===== config.mk =====
export PLATFORM = sky130hd
export DESIGN_NAME = wb_arbiter2_flat
export DESIGN_NICKNAME = d
export VERILOG_FILES = /design/src/rtl/wb_arb_pkg.sv /design/src/rtl/wb4.sv /design/src/rtl/rr_pick2.sv /design/src/rtl/wb_arbiter2.sv /design/src/flat_wrapper.sv
export SDC_FILE = /design/constraint.sdc
export NUM_CORES = 1
export LEC_CHECK = 0
export CAP_MARGIN = 40
export CORE_AREA = 10 10 108 110
export CTS_CLUSTER_DIAMETER = 50
export DETAILED_ROUTE_END_ITERATION = 16
export DIE_AREA = 0 0 118 120
export GPL_TIMING_DRIVEN = 0
export PLACE_DENSITY = 0.8
export SLEW_MARGIN = 30
export SYNTH_ARGS = -nofsm -noshare
export SYNTH_HDL_FRONTEND = slang
export SYNTH_SLANG_ARGS = --single-unit

===== constraint.sdc =====
create_clock -name clk -period 2.4 [get_ports clk]
set_input_delay 0.48 -clock clk [delete_from_list [all_inputs] [get_ports clk]]
set_output_delay 0.48 -clock clk [all_outputs]
set_load 0.05 [all_outputs]

===== src/rtl/wb_arb_pkg.sv =====
// wb_arb_pkg: shared types for the Wishbone arbiter.
// Grant state encoding and master count.
package wb_arb_pkg;

    typedef enum logic [1:0] {
        IDLE,
        OWN0,
        OWN1
    } arb_state_t;

    localparam int ARB_NMASTERS = 2;

endpackage


===== src/rtl/wb4.sv =====
// WB4: Wishbone B4 classic bundle.
// Master drives request fields, slave returns data and ack.
interface WB4 #(
    parameter int ADDR_W = 32,
    parameter int DATA_W = 32
) (
    input logic clk
);
    logic [ADDR_W-1:0] ADR;
    logic [DATA_W-1:0] DAT_O;
    logic [DATA_W-1:0] DAT_I;
    logic              WE;
    logic              STB;
    logic              CYC;
    logic              ACK;

    modport master (
        input  clk,
        output ADR, DAT_O, WE, STB, CYC,
        input  DAT_I, ACK
    );

    modport slave (
        input  clk,
        input  ADR, DAT_O, WE, STB, CYC,
        output DAT_I, ACK
    );
endinterface


===== src/rtl/rr_pick2.sv =====
// rr_pick2: two-way round-robin picker.
// On a tie the master that was not granted last wins.
module rr_pick2 (
    input  logic [1:0] req,
    input  logic       last,
    output logic       gnt_valid,
    output logic       gnt_idx
);

    // pick a single requester, or alternate on a tie
    always_comb begin
        gnt_valid = |req;
        gnt_idx   = 1'b0;
        case (req)
            2'b01:   gnt_idx = 1'b0;
            2'b10:   gnt_idx = 1'b1;
            2'b11:   gnt_idx = ~last;
            default: gnt_idx = 1'b0;
        endcase
    end

endmodule


===== src/rtl/wb_arbiter2.sv =====
// wb_arbiter2: shares one Wishbone slave between two masters.
// Grant is held for the whole CYC; ties alternate round-robin.
module wb_arbiter2
    import wb_arb_pkg::*;
#(
    parameter int ADDR_W     = 32,
    parameter int DATA_W     = 32,
    parameter int RESET_PRIO = 0
) (
    input logic clk,
    input logic rst,
    WB4.slave   wb_m0,
    WB4.slave   wb_m1,
    WB4.master  wb_s
);

    // last starts as the loser so RESET_PRIO wins the first tie
    localparam logic LAST_RST = (RESET_PRIO == 0);

    arb_state_t state;
    arb_state_t state_nxt;
    logic       last;
    logic       pick_valid;
    logic       pick_idx;

    rr_pick2 u_pick (
        .req       ({wb_m1.CYC, wb_m0.CYC}),
        .last      (last),
        .gnt_valid (pick_valid),
        .gnt_idx   (pick_idx)
    );

    // grant state and last-owner registers
    always_ff @(posedge clk or posedge rst) begin
        if (rst) begin
            state <= IDLE;
            last  <= LAST_RST;
        end else begin
            state <= state_nxt;
            if (state_nxt == OWN0) last <= 1'b0;
            if (state_nxt == OWN1) last <= 1'b1;
        end
    end

    // next grant: hold while owner keeps CYC, hand off directly
    always_comb begin
        state_nxt = state;
        unique case (state)
            IDLE: begin
                if (pick_valid)
                    state_nxt = pick_idx ? OWN1 : OWN0;
            end
            OWN0: begin
                if (!wb_m0.CYC)
                    state_nxt = wb_m1.CYC ? OWN1 : IDLE;
            end
            OWN1: begin
                if (!wb_m1.CYC)
                    state_nxt = wb_m0.CYC ? OWN0 : IDLE;
            end
            default: state_nxt = IDLE;
        endcase
    end

    // route owner request to slave and slave ack to owner only
    always_comb begin
        wb_s.ADR   = {ADDR_W{1'b0}};
        wb_s.DAT_O = {DATA_W{1'b0}};
        wb_s.WE    = 1'b0;
        wb_s.STB   = 1'b0;
        wb_s.CYC   = 1'b0;
        wb_m0.ACK  = 1'b0;
        wb_m1.ACK  = 1'b0;
        unique case (state)
            OWN0: begin
                wb_s.ADR   = wb_m0.ADR;
                wb_s.DAT_O = wb_m0.DAT_O;
                wb_s.WE    = wb_m0.WE;
                wb_s.STB   = wb_m0.STB;
                wb_s.CYC   = wb_m0.CYC;
                wb_m0.ACK  = wb_s.ACK;
            end
            OWN1: begin
                wb_s.ADR   = wb_m1.ADR;
                wb_s.DAT_O = wb_m1.DAT_O;
                wb_s.WE    = wb_m1.WE;
                wb_s.STB   = wb_m1.STB;
                wb_s.CYC   = wb_m1.CYC;
                wb_m1.ACK  = wb_s.ACK;
            end
            default: ;
        endcase
    end

    // read data is broadcast; it only matters alongside ACK
    assign wb_m0.DAT_I = wb_s.DAT_I;
    assign wb_m1.DAT_I = wb_s.DAT_I;

endmodule


===== src/flat_wrapper.sv =====
// flat-port wrapper written by rule: the top's interface ports become plain ports
module wb_arbiter2_flat import wb_arb_pkg::*;
#(
    parameter int ADDR_W     = 32,
    parameter int DATA_W     = 32,
    parameter int RESET_PRIO = 0
)
  (clk, rst, wb_m0_ADR, wb_m0_DAT_O, wb_m0_WE, wb_m0_STB, wb_m0_CYC, wb_m0_DAT_I, wb_m0_ACK, wb_m1_ADR, wb_m1_DAT_O, wb_m1_WE, wb_m1_STB, wb_m1_CYC, wb_m1_DAT_I, wb_m1_ACK, wb_s_ADR, wb_s_DAT_O, wb_s_WE, wb_s_STB, wb_s_CYC, wb_s_DAT_I, wb_s_ACK);
  WB4 #(.ADDR_W(ADDR_W), .DATA_W(DATA_W)) wb_m0_i (.clk(clk));
  WB4 #(.ADDR_W(ADDR_W), .DATA_W(DATA_W)) wb_m1_i (.clk(clk));
  WB4 #(.ADDR_W(ADDR_W), .DATA_W(DATA_W)) wb_s_i (.clk(clk));
  input logic clk;
  input logic rst;
  input wire logic [$bits(wb_m0_i.ADR)-1:0] wb_m0_ADR;
  input wire logic [$bits(wb_m0_i.DAT_O)-1:0] wb_m0_DAT_O;
  input wire logic [$bits(wb_m0_i.WE)-1:0] wb_m0_WE;
  input wire logic [$bits(wb_m0_i.STB)-1:0] wb_m0_STB;
  input wire logic [$bits(wb_m0_i.CYC)-1:0] wb_m0_CYC;
  output wire logic [$bits(wb_m0_i.DAT_I)-1:0] wb_m0_DAT_I;
  output wire logic [$bits(wb_m0_i.ACK)-1:0] wb_m0_ACK;
  input wire logic [$bits(wb_m1_i.ADR)-1:0] wb_m1_ADR;
  input wire logic [$bits(wb_m1_i.DAT_O)-1:0] wb_m1_DAT_O;
  input wire logic [$bits(wb_m1_i.WE)-1:0] wb_m1_WE;
  input wire logic [$bits(wb_m1_i.STB)-1:0] wb_m1_STB;
  input wire logic [$bits(wb_m1_i.CYC)-1:0] wb_m1_CYC;
  output wire logic [$bits(wb_m1_i.DAT_I)-1:0] wb_m1_DAT_I;
  output wire logic [$bits(wb_m1_i.ACK)-1:0] wb_m1_ACK;
  output wire logic [$bits(wb_s_i.ADR)-1:0] wb_s_ADR;
  output wire logic [$bits(wb_s_i.DAT_O)-1:0] wb_s_DAT_O;
  output wire logic [$bits(wb_s_i.WE)-1:0] wb_s_WE;
  output wire logic [$bits(wb_s_i.STB)-1:0] wb_s_STB;
  output wire logic [$bits(wb_s_i.CYC)-1:0] wb_s_CYC;
  input wire logic [$bits(wb_s_i.DAT_I)-1:0] wb_s_DAT_I;
  input wire logic [$bits(wb_s_i.ACK)-1:0] wb_s_ACK;
  assign wb_m0_i.ADR = wb_m0_ADR;
  assign wb_m0_i.DAT_O = wb_m0_DAT_O;
  assign wb_m0_i.WE = wb_m0_WE;
  assign wb_m0_i.STB = wb_m0_STB;
  assign wb_m0_i.CYC = wb_m0_CYC;
  assign wb_m0_DAT_I = wb_m0_i.DAT_I;
  assign wb_m0_ACK = wb_m0_i.ACK;
  assign wb_m1_i.ADR = wb_m1_ADR;
  assign wb_m1_i.DAT_O = wb_m1_DAT_O;
  assign wb_m1_i.WE = wb_m1_WE;
  assign wb_m1_i.STB = wb_m1_STB;
  assign wb_m1_i.CYC = wb_m1_CYC;
  assign wb_m1_DAT_I = wb_m1_i.DAT_I;
  assign wb_m1_ACK = wb_m1_i.ACK;
  assign wb_s_ADR = wb_s_i.ADR;
  assign wb_s_DAT_O = wb_s_i.DAT_O;
  assign wb_s_WE = wb_s_i.WE;
  assign wb_s_STB = wb_s_i.STB;
  assign wb_s_CYC = wb_s_i.CYC;
  assign wb_s_i.DAT_I = wb_s_DAT_I;
  assign wb_s_i.ACK = wb_s_ACK;
  wb_arbiter2 #(.ADDR_W(ADDR_W), .DATA_W(DATA_W), .RESET_PRIO(RESET_PRIO)) u_core (.clk(clk), .rst(rst), .wb_m0(wb_m0_i), .wb_m1(wb_m1_i), .wb_s(wb_s_i));
endmodule

Word-level counts from Yosys, hierarchy flattened

Index checks and enable logic that the tools add are counted.

Register bits after elaboration: 3
Input port bits: 169

Eq/ne operators: 6
Muxes and demuxes: 17
Bitwise operators: 1
Reduce and logical (&&, ||, !) cells: 3

Operator list:

| operator                                                              | count |
|---|---|
| 32-bit one-hot mux with 2 select lines                                | 2 |
| 2-bit 2-to-1 mux                                                      | 5 |
| 2-bit equality test, second input constant                            | 4 |
| 1-bit one-hot mux with 2 select lines                                 | 4 |
| 2-bit one-hot mux with 3 select lines                                 | 1 |
| 1-bit 2-to-1 mux                                                      | 5 |
| 2-bit by 1-bit equality test with 1-bit output, second input constant | 2 |
| 2-bit logical NOT                                                     | 1 |
| 2-bit nonzero test                                                    | 1 |
| 2-bit OR reduction                                                    | 1 |
| 1-bit inverter                                                        | 1 |

Longest topological paths before layout

Depth in word-level cells: 8
Mapped depth: 10
Depth with buffers taken out: 8

Modules after synthesis

A second synthesis with hierarchy kept.

Cell total of the unflattened synthesis: 248
Area, all modules: 1815.5 um^2

By module, submodules not included:

| module      | instances | cells each | area each (um^2) | sequential area each (um^2) |
|---|---|---|---|---|
| wb_arbiter2 | 1         | 246        | 1801.7           | 76.3 |
| rr_pick2    | 1         | 2          | 13.8             | 0.0 |

Worst setup path before layout

Ideal clock, no wire load.

Path type: register -> output
Start point: register u_core.state[1]
End point: output wb_s_ADR[20]
Arrival time: 1867 ps
Data required time: 1920 ps
Path slack: 53 ps
Cell stages (with the launch flop): 6
Cells stage by stage: dfrtp_1 > inv_1 > ha_1 > buf_2 > clkbuf_1 > nor2b_1

Longest elaborated chain between the ends: 2

Ends and longest elaborated chain:

| item                                                                                         | line               | RTL |
|---|---|---|
| from (decl)                                                                                  | wb_arbiter2.sv:20  | `arb_state_t state;` |
| from (signal assigned)                                                                       | wb_arbiter2.sv:39  | `state <= state_nxt;` |
| 2-bit equality test / 2-bit by 1-bit equality test with 1-bit output (equally long branches) | wb_arbiter2.sv:74  | `unique case (state)` |
| 32-bit one-hot mux with 2 select lines *                                                     | wb_arbiter2.sv:74  |  |
| to (decl)                                                                                    | flat_wrapper.sv:28 | `output wire logic [$bits(wb_s_i.ADR)-1:0] wb_s_ADR;` |

Mark *: on every way between the ends. The rest lies on a longest branch, timed or not.

Worst setup path in the final report

Start point: register u_core.state[1]
End point: output wb_m0_ACK

Longest elaborated chain between the ends: 2

Ends and longest elaborated chain:

| item                                           | line               | RTL |
|---|---|---|
| 2-bit by 1-bit equality test with 1-bit output | wb_arbiter2.sv:74  |  |
| 1-bit 2-to-1 mux                               | wb_arbiter2.sv:74  |  |
| to (decl)                                      | flat_wrapper.sv:20 | `output wire logic [$bits(wb_m0_i.ACK)-1:0] wb_m0_ACK;` |

No other way between the ends.

==> flow_summary_export.csv <==
group,metric,value,unit
route,drt-initial-drc-count,114,
yosys,syn_avg_cell_area,7.13,um^2
sta,setup-tns-final,0,ps
sta,final_hold_viol_count,0,
clock_tree,tritoncts,"yes",
layout,layout.cells.non_filler,660,
place,dp_slack,-583,ps
setup_path,criticalPathCategory,"flop to primary output",
place,gp_congestion,0.883,
run,drv_cap,0,
layout,drive_gt1_frac,0.315,
clock_tree,cts_root_buffer,"clkbuf_8",
yosys,syn_inst,253,
sta,slew_violations,0,
route,wire_per_inst,19.8,um
clock_tree,clk_pin_slew,30,ps
sta,post-route-period-util,0.966,
power_and_ir_drop,ir_drop,859,uV
layout,area_growth,154,%
yosys,ys_seq_elements,3,
floorplanning,fp.coreArea,9550,um^2
place,placed_area,4660,um^2
place,dpl.cell_count,655,
sta,finalClockSkew,0.0758,ps
setup_path,required,1920,ps
layout,layout.cell_area.non_filler,4580,um^2
sta,rsz0062_at_grt,"true",
floorplanning,fp-row-count,36,
sta,worst_slack,82.7,ps
layout,mostFrequentLayoutCells,"200 x clkdlybuf4s50_1, 111 x buf_4, 66 x a22oi_1",
grt,grt_pass1_wl,18800,um
grt,grt_max_degree,11,
layout,final_common_cell,"clkdlybuf4s50_1",
yosys,synth_warnings,0,
setup_path,r2r-start,"u_core.state[0]$_DFF_PP0_",
floorplanning,dieArea,14200,um^2
layout,fillCellCount,954,
clock_tree,clockBufferDepth,2,
route,via_count,2861,
route,routed_wirelength,13100,um
clock_tree,clkLatencyLatePin,220,ps
clock_tree,htreeDepth,1,
power_and_ir_drop,leakagePower,1.95,nW
route,dr.pass1.iters,4,
layout,n_antenna_cell,0,
clock_tree,clock_sinks,3,
power_and_ir_drop,powerDensity,1170,nW/um^2
grt,track_usage,0.166,
grt,antenna_found_initial,0,
power_and_ir_drop,finalPower,5.34,mW
yosys,synth_area,1800,um^2
grt,grt_pass1_vias,3114,
setup_path,worstSetupStartpoint,"u_core.state[1]$_DFF_PP0_",
place,hpwl,11700,um
yosys,ys_types,23,
min_path,hp-class,"primary input to async pin",
place,port_buffers,269,
setup_path,critPathArrivalTime,1840,ps
floorplanning,die_w,118,um
yosys,syn_nets,427,
sta,timing.hold.ws,437,ps
sta,tightestPinTransition,544,ps
outcome,status,"finished, final reports clean",
route,via_per_inst,4.33,
floorplanning,top_level_ports,302,
clock_tree,cts_hold_repair.buffers,0,
setup_path,cp-start-kind,"flop",
floorplanning,fp.dieH,120,um
layout,finalNetCount,702,
route,ant_nets,0,
clock_tree,cts_buffers,3,
yosys,ys_seq_area_frac,0.0423,
sta,period_needed,2320,ps
setup_path,crit_path_max_fanout,10,
grt,gr-total-overflow,0,
sta,setup_viol,0,
floorplanning,start_util,0.189,
setup_path,cp-end-kind,"primary output",
sta,fmax,432,MHz
route,drc_errors,0,
layout,utilization,0.479,
sta,slew_headroom,0.636,
where the power goes:
group	leakage (nW)	total, mW	internal (mW)	switching [mW]
clock	0.0228	0.147	0.113	0.0334
sequential	0.0342	0.112	0.0840	0.0281
combinational	1.90	5.08	1.82	3.27
path summary, 6_finish.rpt:
check	to	cells past startpoint	slack [ps]
setup reg to reg	u_core.last$_DFFE_PP1P_	10	150
hold / removal	u_core.state[0]$_DFF_PP0_	2	440
setup / recovery	wb_m0_ACK	6	80
max in group asynchronous	u_core.last$_DFFE_PP1P_	2	1750
min in group clk	u_core.last$_DFFE_PP1P_	1	630
hold reg to reg	u_core.last$_DFFE_PP1P_	1	630
registers in the layout, summed over array words and instances, names as in the netlist:
name	flops
u_core.state	2
u_core.last	1
kinds of logic (layout without fill, tap and decap cells):
logic type,count (synthesis),in the layout,synth area share
buffers and inverters,91,365,0.343
and+or+nand+nor,77,77,0.263
AOI/OAI and AO/OA,76,76,0.311
adders and majority gates,5,5,0.0347
DFF,3,3,0.0423
muxes,1,1,0.00624
final cells by class:
cell class,instances,area [um^2],area share
Clock buffer,4,45.0,0.00984
Tap cell,133,166,0.0363
Sequential cell,3,77.6,0.0169
Timing Repair Buffer,270,2510,0.548
Multi-Input combinational cell,159,1120,0.246
Inverter,4,15.0,0.00328
Buffer,87,641,0.140
layer usage:
layer	GRT usage	part of all wire	vias up
li1	-	-	1374
met1	0.165	0.35	1288
met2	0.315	0.52	192
met3	0.0750	0.12	7
met4	0.0263	0.0070	0
met5	0	0	-
cells in the mapped netlist:
master,n,area [um^2]
a22oi_1,66,495
nor2b_1,66,413
buf_4,64,480
buf_2,11,55.1
clkbuf_1,9,33.8
ha_1,5,62.6
inv_1,4,15.0
and2_1,3,18.8
buf_6,3,33.8
nand2_1,3,11.3
a21oi_1,2,10.0
a31oi_1,2,12.5
dfrtp_1,2,50.1
nand2b_1,2,12.5
nand3b_1,2,15.0
o21ai_1,2,10.0
a211oi_1,1,7.51
a22o_1,1,8.76
a2bb2oi_1,1,8.76
a31o_2,1,8.76
dfstp_2,1,26.3
mux2_2,1,11.3
nor2_1,1,3.75
worst max-delay path, stage by stage (launching register included):
cell and delay [ps]:
dfrtp_2 430, inv_1 120, ha_1 170, buf_6 150
buf_2 220, and2_1 150, clkdlybuf4s15_2 380
timing repair:
| action | CTS | global route |
|---|---|---|
| setup endpoints to repair | 69 | 67 |
| resized for setup | 392 | 41 |
| buffers inserted | 0 | 1 |
(Power assumes the default switching activity.)
